[src/rtl/regfile_pkg.sv]
// Shared definitions for the register file and its busy-bit scoreboard.
// Holds default sizes and the helper functions reused by other scoreboards.
package regfile_pkg;

  localparam int XLEN_DEF = 32;
  localparam int DEPTH_DEF = 32;
  // Widest busy vector the shared popcount accepts; narrower vectors are zero-extended.
  localparam int POP_W = 256;

  function automatic int aw_of(input int depth);
    return (depth > 1) ? $clog2(depth) : 1;
  endfunction

  function automatic int unsigned popcount(input logic [POP_W-1:0] v);
    int unsigned n;
    n = 32'd0;
    for (int k = 0; k < POP_W; k++) begin
      n = n + {31'd0, v[k]};
    end
    return n;
  endfunction

endpackage

[src/rtl/regfile_if.sv]
// Bus between decode/writeback and the register file.
// The master drives the addresses and strobes; the slave returns data, busy flags and the count.
interface regfile_if
  import regfile_pkg::*;
#(
  parameter int XLEN   = XLEN_DEF,
  parameter int DEPTH  = DEPTH_DEF,
  parameter int NREAD  = 2,
  parameter int NWRITE = 1
);
  localparam int AW = aw_of(DEPTH);
  localparam int CW = $clog2(DEPTH + 1);

  logic [NREAD*AW-1:0]    rd_addr;
  logic [NREAD*XLEN-1:0]  rd_data;
  logic [NREAD-1:0]       rd_busy;
  logic [NWRITE-1:0]      wr_en;
  logic [NWRITE*AW-1:0]   wr_addr;
  logic [NWRITE*XLEN-1:0] wr_data;
  logic                   iss_en;
  logic [AW-1:0]          iss_addr;
  logic                   flush;
  logic [CW-1:0]          busy_cnt;

  modport master (
    output rd_addr, wr_en, wr_addr, wr_data, iss_en, iss_addr, flush,
    input  rd_data, rd_busy, busy_cnt
  );

  modport slave (
    input  rd_addr, wr_en, wr_addr, wr_data, iss_en, iss_addr, flush,
    output rd_data, rd_busy, busy_cnt
  );

endinterface

[src/rtl/regfile_scoreboard.sv]
// Busy-bit scoreboard: one bit per register with an outstanding producer.
// Flush beats issue; an issue beats a same-cycle writeback clear of the same register.
module regfile_scoreboard
  import regfile_pkg::*;
#(
  parameter int DEPTH    = DEPTH_DEF,
  parameter int NWRITE   = 1,
  parameter int ZERO_REG = 1,
  localparam int AW      = aw_of(DEPTH),
  localparam int CW      = $clog2(DEPTH + 1)
) (
  input  logic                 clk,
  input  logic                 rst,
  input  logic [NWRITE-1:0]    wr_en,
  input  logic [NWRITE*AW-1:0] wr_addr,
  input  logic                 iss_en,
  input  logic [AW-1:0]        iss_addr,
  input  logic                 flush,
  output logic [DEPTH-1:0]     busy,
  output logic [CW-1:0]        busy_cnt
);

  localparam logic [DEPTH-1:0] KEEP_MASK = {{(DEPTH-1){1'b1}}, (ZERO_REG == 0) ? 1'b1 : 1'b0};

  logic [DEPTH-1:0] busy_r;
  logic [CW-1:0]    busy_cnt_r;
  logic [DEPTH-1:0] clr_mask_s;
  logic [DEPTH-1:0] set_mask_s;
  logic [DEPTH-1:0] busy_nxt_s;
  logic [POP_W-1:0] pop_in_s;
  logic [CW-1:0]    cnt_nxt_s;

  // Next busy vector and its population count.
  always_comb begin
    clr_mask_s = '0;
    for (int w = 0; w < NWRITE; w++) begin
      clr_mask_s = clr_mask_s | ({{(DEPTH-1){1'b0}}, wr_en[w]} << wr_addr[w*AW +: AW]);
    end
    set_mask_s = {{(DEPTH-1){1'b0}}, iss_en} << iss_addr;
    busy_nxt_s = flush ? '0 : (((busy_r & ~clr_mask_s) | set_mask_s) & KEEP_MASK);
    pop_in_s = '0;
    pop_in_s[DEPTH-1:0] = busy_nxt_s;
    cnt_nxt_s = CW'(popcount(pop_in_s));
  end

  // Busy bits and count update on the same edge so the count never lags.
  always_ff @(posedge clk or posedge rst) begin
    if (rst) begin
      busy_r     <= '0;
      busy_cnt_r <= '0;
    end else begin
      busy_r     <= busy_nxt_s;
      busy_cnt_r <= cnt_nxt_s;
    end
  end

  assign busy     = busy_r;
  assign busy_cnt = busy_cnt_r;

endmodule

[src/rtl/regfile_mp.sv]
// Multi-port register file with same-cycle write-to-read bypass and busy masking.
// The scoreboard sub-module tracks which registers still have an outstanding producer.
module regfile_mp
  import regfile_pkg::*;
#(
  parameter int XLEN     = XLEN_DEF,
  parameter int DEPTH    = DEPTH_DEF,
  parameter int NREAD    = 2,
  parameter int NWRITE   = 1,
  parameter int ZERO_REG = 1
) (
  input logic      clk,
  input logic      rst,
  regfile_if.slave bus
);

  localparam int AW = aw_of(DEPTH);

  logic [XLEN-1:0]  mem_r [DEPTH];
  logic [DEPTH-1:0] busy_s;

  // Register array; later ports overwrite earlier ones, so the highest index wins.
  always_ff @(posedge clk or posedge rst) begin
    if (rst) begin
      for (int r = 0; r < DEPTH; r++) begin
        mem_r[r] <= '0;
      end
    end else begin
      for (int w = 0; w < NWRITE; w++) begin
        if (bus.wr_en[w] && !((ZERO_REG != 0) && (bus.wr_addr[w*AW +: AW] == '0))) begin
          mem_r[bus.wr_addr[w*AW +: AW]] <= bus.wr_data[w*XLEN +: XLEN];
        end
      end
    end
  end

  regfile_scoreboard #(
    .DEPTH    (DEPTH),
    .NWRITE   (NWRITE),
    .ZERO_REG (ZERO_REG)
  ) u_scoreboard (
    .clk      (clk),
    .rst      (rst),
    .wr_en    (bus.wr_en),
    .wr_addr  (bus.wr_addr),
    .iss_en   (bus.iss_en),
    .iss_addr (bus.iss_addr),
    .flush    (bus.flush),
    .busy     (busy_s),
    .busy_cnt (bus.busy_cnt)
  );

  for (genvar i = 0; i < NREAD; i++) begin : g_rd
    logic [AW-1:0]   ra_s;
    logic [XLEN-1:0] data_s;
    logic            hit_s;

    assign ra_s = bus.rd_addr[i*AW +: AW];

    // Bypass scan: the highest-indexed matching write port supplies the data.
    always_comb begin
      data_s = mem_r[ra_s];
      hit_s  = 1'b0;
      for (int w = 0; w < NWRITE; w++) begin
        data_s = (bus.wr_en[w] && (bus.wr_addr[w*AW +: AW] == ra_s)) ?
                 bus.wr_data[w*XLEN +: XLEN] : data_s;
        hit_s  = hit_s | (bus.wr_en[w] && (bus.wr_addr[w*AW +: AW] == ra_s));
      end
    end

    assign bus.rd_data[i*XLEN +: XLEN] = ((ZERO_REG != 0) && (ra_s == '0)) ? '0 : data_s;
    // A same-cycle writeback releases the reader along with the bypassed value.
    assign bus.rd_busy[i] = busy_s[ra_s] & ~hit_s;
  end

endmodule

[src/flat_wrapper.sv]
// flat-port wrapper written by rule: the top's interface ports become plain ports
module regfile_mp_flat import regfile_pkg::*;
#(
  parameter int XLEN     = XLEN_DEF,
  parameter int DEPTH    = DEPTH_DEF,
  parameter int NREAD    = 2,
  parameter int NWRITE   = 1,
  parameter int ZERO_REG = 1
)
  (clk, rst, bus_rd_addr, bus_wr_en, bus_wr_addr, bus_wr_data, bus_iss_en, bus_iss_addr, bus_flush, bus_rd_data, bus_rd_busy, bus_busy_cnt);
  regfile_if #(.XLEN(XLEN), .DEPTH(DEPTH), .NREAD(NREAD), .NWRITE(NWRITE)) bus_i ();
  input logic clk;
  input logic rst;
  input wire logic [$bits(bus_i.rd_addr)-1:0] bus_rd_addr;
  input wire logic [$bits(bus_i.wr_en)-1:0] bus_wr_en;
  input wire logic [$bits(bus_i.wr_addr)-1:0] bus_wr_addr;
  input wire logic [$bits(bus_i.wr_data)-1:0] bus_wr_data;
  input wire logic [$bits(bus_i.iss_en)-1:0] bus_iss_en;
  input wire logic [$bits(bus_i.iss_addr)-1:0] bus_iss_addr;
  input wire logic [$bits(bus_i.flush)-1:0] bus_flush;
  output wire logic [$bits(bus_i.rd_data)-1:0] bus_rd_data;
  output wire logic [$bits(bus_i.rd_busy)-1:0] bus_rd_busy;
  output wire logic [$bits(bus_i.busy_cnt)-1:0] bus_busy_cnt;
  assign bus_i.rd_addr = bus_rd_addr;
  assign bus_i.wr_en = bus_wr_en;
  assign bus_i.wr_addr = bus_wr_addr;
  assign bus_i.wr_data = bus_wr_data;
  assign bus_i.iss_en = bus_iss_en;
  assign bus_i.iss_addr = bus_iss_addr;
  assign bus_i.flush = bus_flush;
  assign bus_rd_data = bus_i.rd_data;
  assign bus_rd_busy = bus_i.rd_busy;
  assign bus_busy_cnt = bus_i.busy_cnt;
  regfile_mp #(.XLEN(XLEN), .DEPTH(DEPTH), .NREAD(NREAD), .NWRITE(NWRITE), .ZERO_REG(ZERO_REG)) u_core (.clk(clk), .rst(rst), .bus(bus_i));
endmodule
[config.mk]
export PLATFORM = sky130hd
export DESIGN_NAME = regfile_mp_flat
export DESIGN_NICKNAME = d
export VERILOG_FILES = /design/src/rtl/regfile_pkg.sv /design/src/rtl/regfile_if.sv /design/src/rtl/regfile_scoreboard.sv /design/src/rtl/regfile_mp.sv /design/src/flat_wrapper.sv
export SDC_FILE = /design/constraint.sdc
export NUM_CORES = 2
export LEC_CHECK = 0
export ABC_AREA = 1
export BUFFER_PORTS_ARGS = -buffer_cell sky130_fd_sc_hd__buf_2
export CAP_MARGIN = 10
export CORE_MARGIN = 2
export CORE_UTILIZATION = 40
export CTS_BUF_LIST = sky130_fd_sc_hd__clkbuf_4
export DETAILED_ROUTE_END_ITERATION = 8
export GPL_ROUTABILITY_DRIVEN = 0
export GPL_TIMING_DRIVEN = 1
export SKIP_LAST_GASP = 1
export SLEW_MARGIN = 20
export SYNTH_ARGS = -nofsm -noshare
export SYNTH_HDL_FRONTEND = slang
export SYNTH_SLANG_ARGS = --single-unit
[constraint.sdc]
create_clock -name clk -period 60.3 [get_ports clk]
set_input_delay 9.045 -clock clk [delete_from_list [all_inputs] [get_ports clk]]
set_output_delay 9.045 -clock clk [all_outputs]
set_load 0.005 [all_outputs]
**Word level (Yosys, flattened, before mapping)**

Cells that the tools add are included.

- Flip-flop bits (word level): 1062
- Bits of input ports: 57
- Output and inout bits: 72

- Add/subtract/negate cells: 31
- Magnitude comparators: 6
- Equality and inequality tests: 2
- Shifts and indexed selects: 2
- Mux-type cells: 18
- Bitwise operators: 10
- Reduce and logical (&&, ||, !) cells: 8

Operators by type and width:

| operator | number |
|---|---|
| $bwmux 1024 | 1 |
| $bmux 32 s5 | 2 |
| $mux 32 | 10 |
| $demux 32 s5 | 1 |
| $add 6x1->6 | 26 |
| $shl 1x5->32 | 2 |
| $and 32x32->32 | 1 |
| $not 32->32 | 1 |
| $or 32x32->32 | 1 |
| $ge 6x6->1 const B | 3 |
| $not 5->6 | 3 |
| $logic_not 5->1 | 3 |
| $lt 5x6->1 const B | 2 |
| $bmux 1 s5 | 2 |
| $eq 5x5->1 | 2 |
| $add 5x1->6 | 1 |
| $lt 6x1->1 const B | 1 |
| $add 4x1->5 | 1 |
| $add 3x1->4 | 1 |
| $logic_and 1x1->1 | 4 |
| $add 2x1->3 | 1 |
| $add 1x1->2 | 1 |
| $and 1x1->1 | 2 |
| $mux 1 | 2 |
| other kinds (2) | 3 |

**Logic depth before layout (Yosys ltp)**

- Word-level depth: 36
- Mapped depth: 26
- Depth with buffers taken out: 26

**Hierarchy**

A second synthesis with hierarchy kept.

- Cells, all modules: 8895
- Area total of the unflattened synthesis: 61546.5 µm²

By module, submodules not included:

| module | instances | cells an instance | area each (µm²) | seq. area each (µm²) |
|---|---|---|---|---|
| regfile_mp | 1 | 8587 | 58909.0 | 25624.6 |
| regfile_scoreboard | 1 | 308 | 2637.5 | 925.9 |

**Worst setup path after synthesis**

No wires, ideal clock.

- Path type: input to output
- Start point: input port bus_rd_addr[0]
- End point: output port bus_rd_busy[0]
- Data arrival time: 10.190 ns
- Required time: 51.255 ns
- Setup slack: 41.065 ns
- Stages: 10
- Buffers on the path: 4
- Cells stage by stage: buf_2 > buf_4 > buf_6 > buf_2 > o21ai_0 > nor2_1 > o31ai_1 > nand2_1 > nor2_1 > nor2_1

- Word-level cells in the longest chain between the ends: 4
- Elaborated cells between the ends (all ways): 6

RTL lines:

| element | RTL line | source |
|---|---|---|
| start: declaration | flat_wrapper.sv:14 | `input wire logic [$bits(bus_i.rd_addr)-1:0] bus_rd_addr;` |
| branches (longest 3 deep; another with $bmux 1 s5) | - |  |
| $and 1x1->1 * | regfile_mp.sv:73 | `assign bus.rd_busy[i] = busy_s[ra_s] & ~hit_s;` |
| end: declaration | flat_wrapper.sv:22 | `output wire logic [$bits(bus_i.rd_busy)-1:0] bus_rd_busy;` |

Every way passes the cells marked *. The select of a mux whose other input is x is not followed.

**Final worst setup path**

- Start point: input port bus_rd_addr[5]
- End point: output port bus_rd_data[58]

- Word-level cells in the longest chain between the ends: 6
- Elaborated cells between the ends (all ways): 9

RTL lines:

| element | RTL line | source |
|---|---|---|
| $not 5->6 (implied by the code) | regfile_mp.sv:62 | `data_s = mem_r[ra_s];` |
| $bmux 32 s5 | regfile_mp.sv:62 |  |
| $mux 32 (implied by the code) (2 in series) | regfile_mp.sv:62 |  |
| $mux 32 | regfile_mp.sv:65 | `data_s = (bus.wr_en[w] && (bus.wr_addr[w*AW +: AW] == ra_s)) ?` |
| $mux 32 * | regfile_mp.sv:71 | `assign bus.rd_data[i*XLEN +: XLEN] = ((ZERO_REG != 0) && (ra_s == '0)) ? '0 : data_s;` |
| end: declaration | flat_wrapper.sv:21 | `output wire logic [$bits(bus_i.rd_data)-1:0] bus_rd_data;` |

Mark *: on every way between the ends. The rest lies on a longest branch, timed or not. The select of a mux whose other input is x is not followed.

==> impl_metrics.tcl <==
set metrics [dict create \
    ioPinCount 129 \
    critPathRequiredTime_ns 51.25 \
    dpl.cell_count 10700 \
    clkPwrFrac 0.327 \
    cts_inserted_buffers 318 \
    min_path_type "reg -> reg" \
    synth_area_um2 62700 \
    ant_nets 0 \
    die_y_um 400 \
    finalPower_mw 2.06 \
    grt_overflow 0 \
    finalNetCount 9081 \
    drv_slew 0 \
    grt_max_degree 197 \
    vias 63900 \
    seq_area_frac_synth 0.424 \
    grt_pass1_wl_mm 384 \
    drt-initial-drc-count 8630 \
    drive_gt1_frac 0.0860 \
    rsz0062_at_grt "no" \
    cts-root-buf "clkbuf_4" \
    area_growth_pct 7.61 \
    grt_usage 0.319 \
    final-instance-count-excl-fill 11300 \
    clkLatencyLatePin_ns 1.33 \
    p_comb_frac 0.229 \
    fin_crit_ns 22.33 \
    wl_per_cell_um 22.9 \
    netlist.area_leader.share 0.424 \
    power.density_nw_per_um2 30.5 \
    drc 1 \
    finalSetupViolCount 0 \
    yosys.area.top_type "dfrtp_1" \
    start_util 0.402 \
    cp_max_fo 185 \
    cts_hold_buf 0 \
    chipWidth_um 400 \
    core_area_um2 156000 \
    worst_pin_slew_ns 1.21 \
    cts_resized 0 \
    power_frac_seq 0.444 \
    clk_path_buf_depth 4 \
    wirelength_mm 257 \
    critical_path_arrival_ns 13.29 \
    post_cts_buffers 0 \
    clk_pin_slew_worst_paths_ns 0.06 \
    clock_skew_ns 0.0517 \
    grt_pass1_vias 60200 \
    slew_headroom 0.195 \
    start_kind "input port" \
    antenna_found_initial 25 \
    yosysWarnings 0 \
    intPower_mw 1.34 \
    timing.fmax_ghz 0.0448 \
    cts_tree "yes" \
    viasPerCell 5.67 \
    syn_area_per_cell_um2 6.80 \
    leakagePower_nw 33.3 \
    synth_ff_type "dfrtp_1" \
    fin_util 0.433 \
    place_hpwl_mm 136 \
    violations "DRC" \
    ir_worst_vdd_mv 0.0217 \
    cap_viol_max_count 0 \
    die-area_um2 160000 \
    ys_seq_elements 1061 \
    cts_num_sinks 1061 \
    hold_viol_final 0 \
    syn_inst 9219 \
    drt-pass1-iter-count 9 \
    crit_type "in -> out" \
    run_status "finished, violations left" \
    fp-row-count 145 \
    synth_most_common_cell "nand2_1" \
    portBuffers 128 \
    synth-edff-count 0 \
    timing.setup.tns_ns 0 \
    cts-htree-levels 5 \
    syn_nets 9306 \
    synthArstFlopShare 1.00 \
    switching_share 0.349 \
    ys_types 34 \
    switching_power_mw 0.717 \
    yosys-top-cells-count "nand2_1 (2,969), nand3_1 (1,508), o21ai_0 (1,128)" \
    cp-end-kind "output port" \
    fin_crit_sh 0.370 \
    ys_top_cells_by_area "dfrtp_1 (42%), nand2_1 (18%), nand3_1 (12%)" \
]
==> state kept, by name, summed over array words and instances (netlist names) <==
name and count:
u_core.mem_r 1024, u_core.u_scoreboard.busy 31, u_core.u_scoreboard.busy_cnt 6
==> worst max-delay path, cell delays in order <==
cell	delay (ns)
buf_8	0.52
buf_4	0.58
buf_12	0.47
buf_4	0.81
nor2_1	0.07
nor2_1	0.12
nand2_1	0.06
nand3_1	0.06
nand3_1	0.08
nand3_1	0.12
nand2_1	0.11
a21oi_1	0.49
buf_2	0.22
==> cell usage in the layout, fill, tap and decap left out, types with 21 or more instances in the layout <==
| cell | instances |
|---|---|
| inv_1 | 994 |
| inv_2 | 25 |
| fa_1 | 23 |
| o21ai_0 | 1128 |
| nor2_1 | 237 |
| buf_4 | 98 |
| o211ai_1 | 220 |
| buf_2 | 118 |
| clkbuf_4 | 445 |
| o21ai_1 | 29 |
| clkinv_1 | 58 |
| nand2_1 | 2951 |
| a21oi_1 | 145 |
| or2_2 | 27 |
| dfrtp_1 | 1061 |
| nand4_1 | 21 |
| nand3_1 | 1506 |
==> area by class of cell <==
cell class,instances,area (µm²)
antenna,14,35.0
clock buffer,445,3340
clock inverter,69,292
fill,16200,88400
inverter,1021,3880
multi-input combinational,6358,29100
sequential,1061,26600
tap,2058,2570
timing repair buffer,234,1640
==> worst paths after layout <==
check                                                   from                               to  depth (start not counted)  slack (ns)
worst max register to register  u_core.u_scoreboard.busy[20]  u_core.u_scoreboard.busy_cnt[4]                         19       55.12
worst min-delay path                       u_core.mem_r[993]                u_core.mem_r[993]                          0        0.38
worst min register to register             u_core.mem_r[993]                u_core.mem_r[993]                          0        0.38
worst max-delay path                          bus_rd_addr[5]                  bus_rd_data[58]                         13       37.97
max in group asynchronous                                rst                 u_core.mem_r[79]                          5       49.22
min in group asynchronous                                rst                u_core.mem_r[890]                          2        7.93
==> metrics by stage <==
stage          worst slack (ns)  cell area (µm²)  hold WS [ns]
4_1_cts                   38.17            67400         0.380
3_3_place_gp              38.14            63800         0.365
5_1_grt                   37.83            67400         0.386
3_5_place_dp              38.19            63800         0.366
2_1_floorplan             21.39            62700         0.429
6_report                  37.97            67400         0.377
==> cell families after synthesis <==
family | synth area share
buffers and inverters | 0.115
xor gates and xnor gates | 0.000699
adders and majority gates | 0.00874
and+or+nand+nor | 0.321
AOI/OAI and AO/OA | 0.131
DFF | 0.424
==> layer usage <==
metal | vias to the layer above | part of all wire | global-route usage
li1 | 29200 | - | -
met1 | 29900 | 0.41 | 0.427
met2 | 3964 | 0.43 | 0.482
met3 | 821 | 0.12 | 0.0787
met4 | 14 | 0.050 | 0.156
met5 | - | 0.00035 | 0
==> power by group through the flow <==
stage | sequential [mW] | combinational, mW | clock, mW
floorplan | 0.913 | 0.346 | 0
global placement | 0.920 | 0.452 | 0
detailed placement | 0.923 | 0.463 | 0
CTS | 0.911 | 0.465 | 0.683
global route | 0.928 | 0.540 | 0.722
finish | 0.913 | 0.472 | 0.672
(Power assumes the default switching activity.)
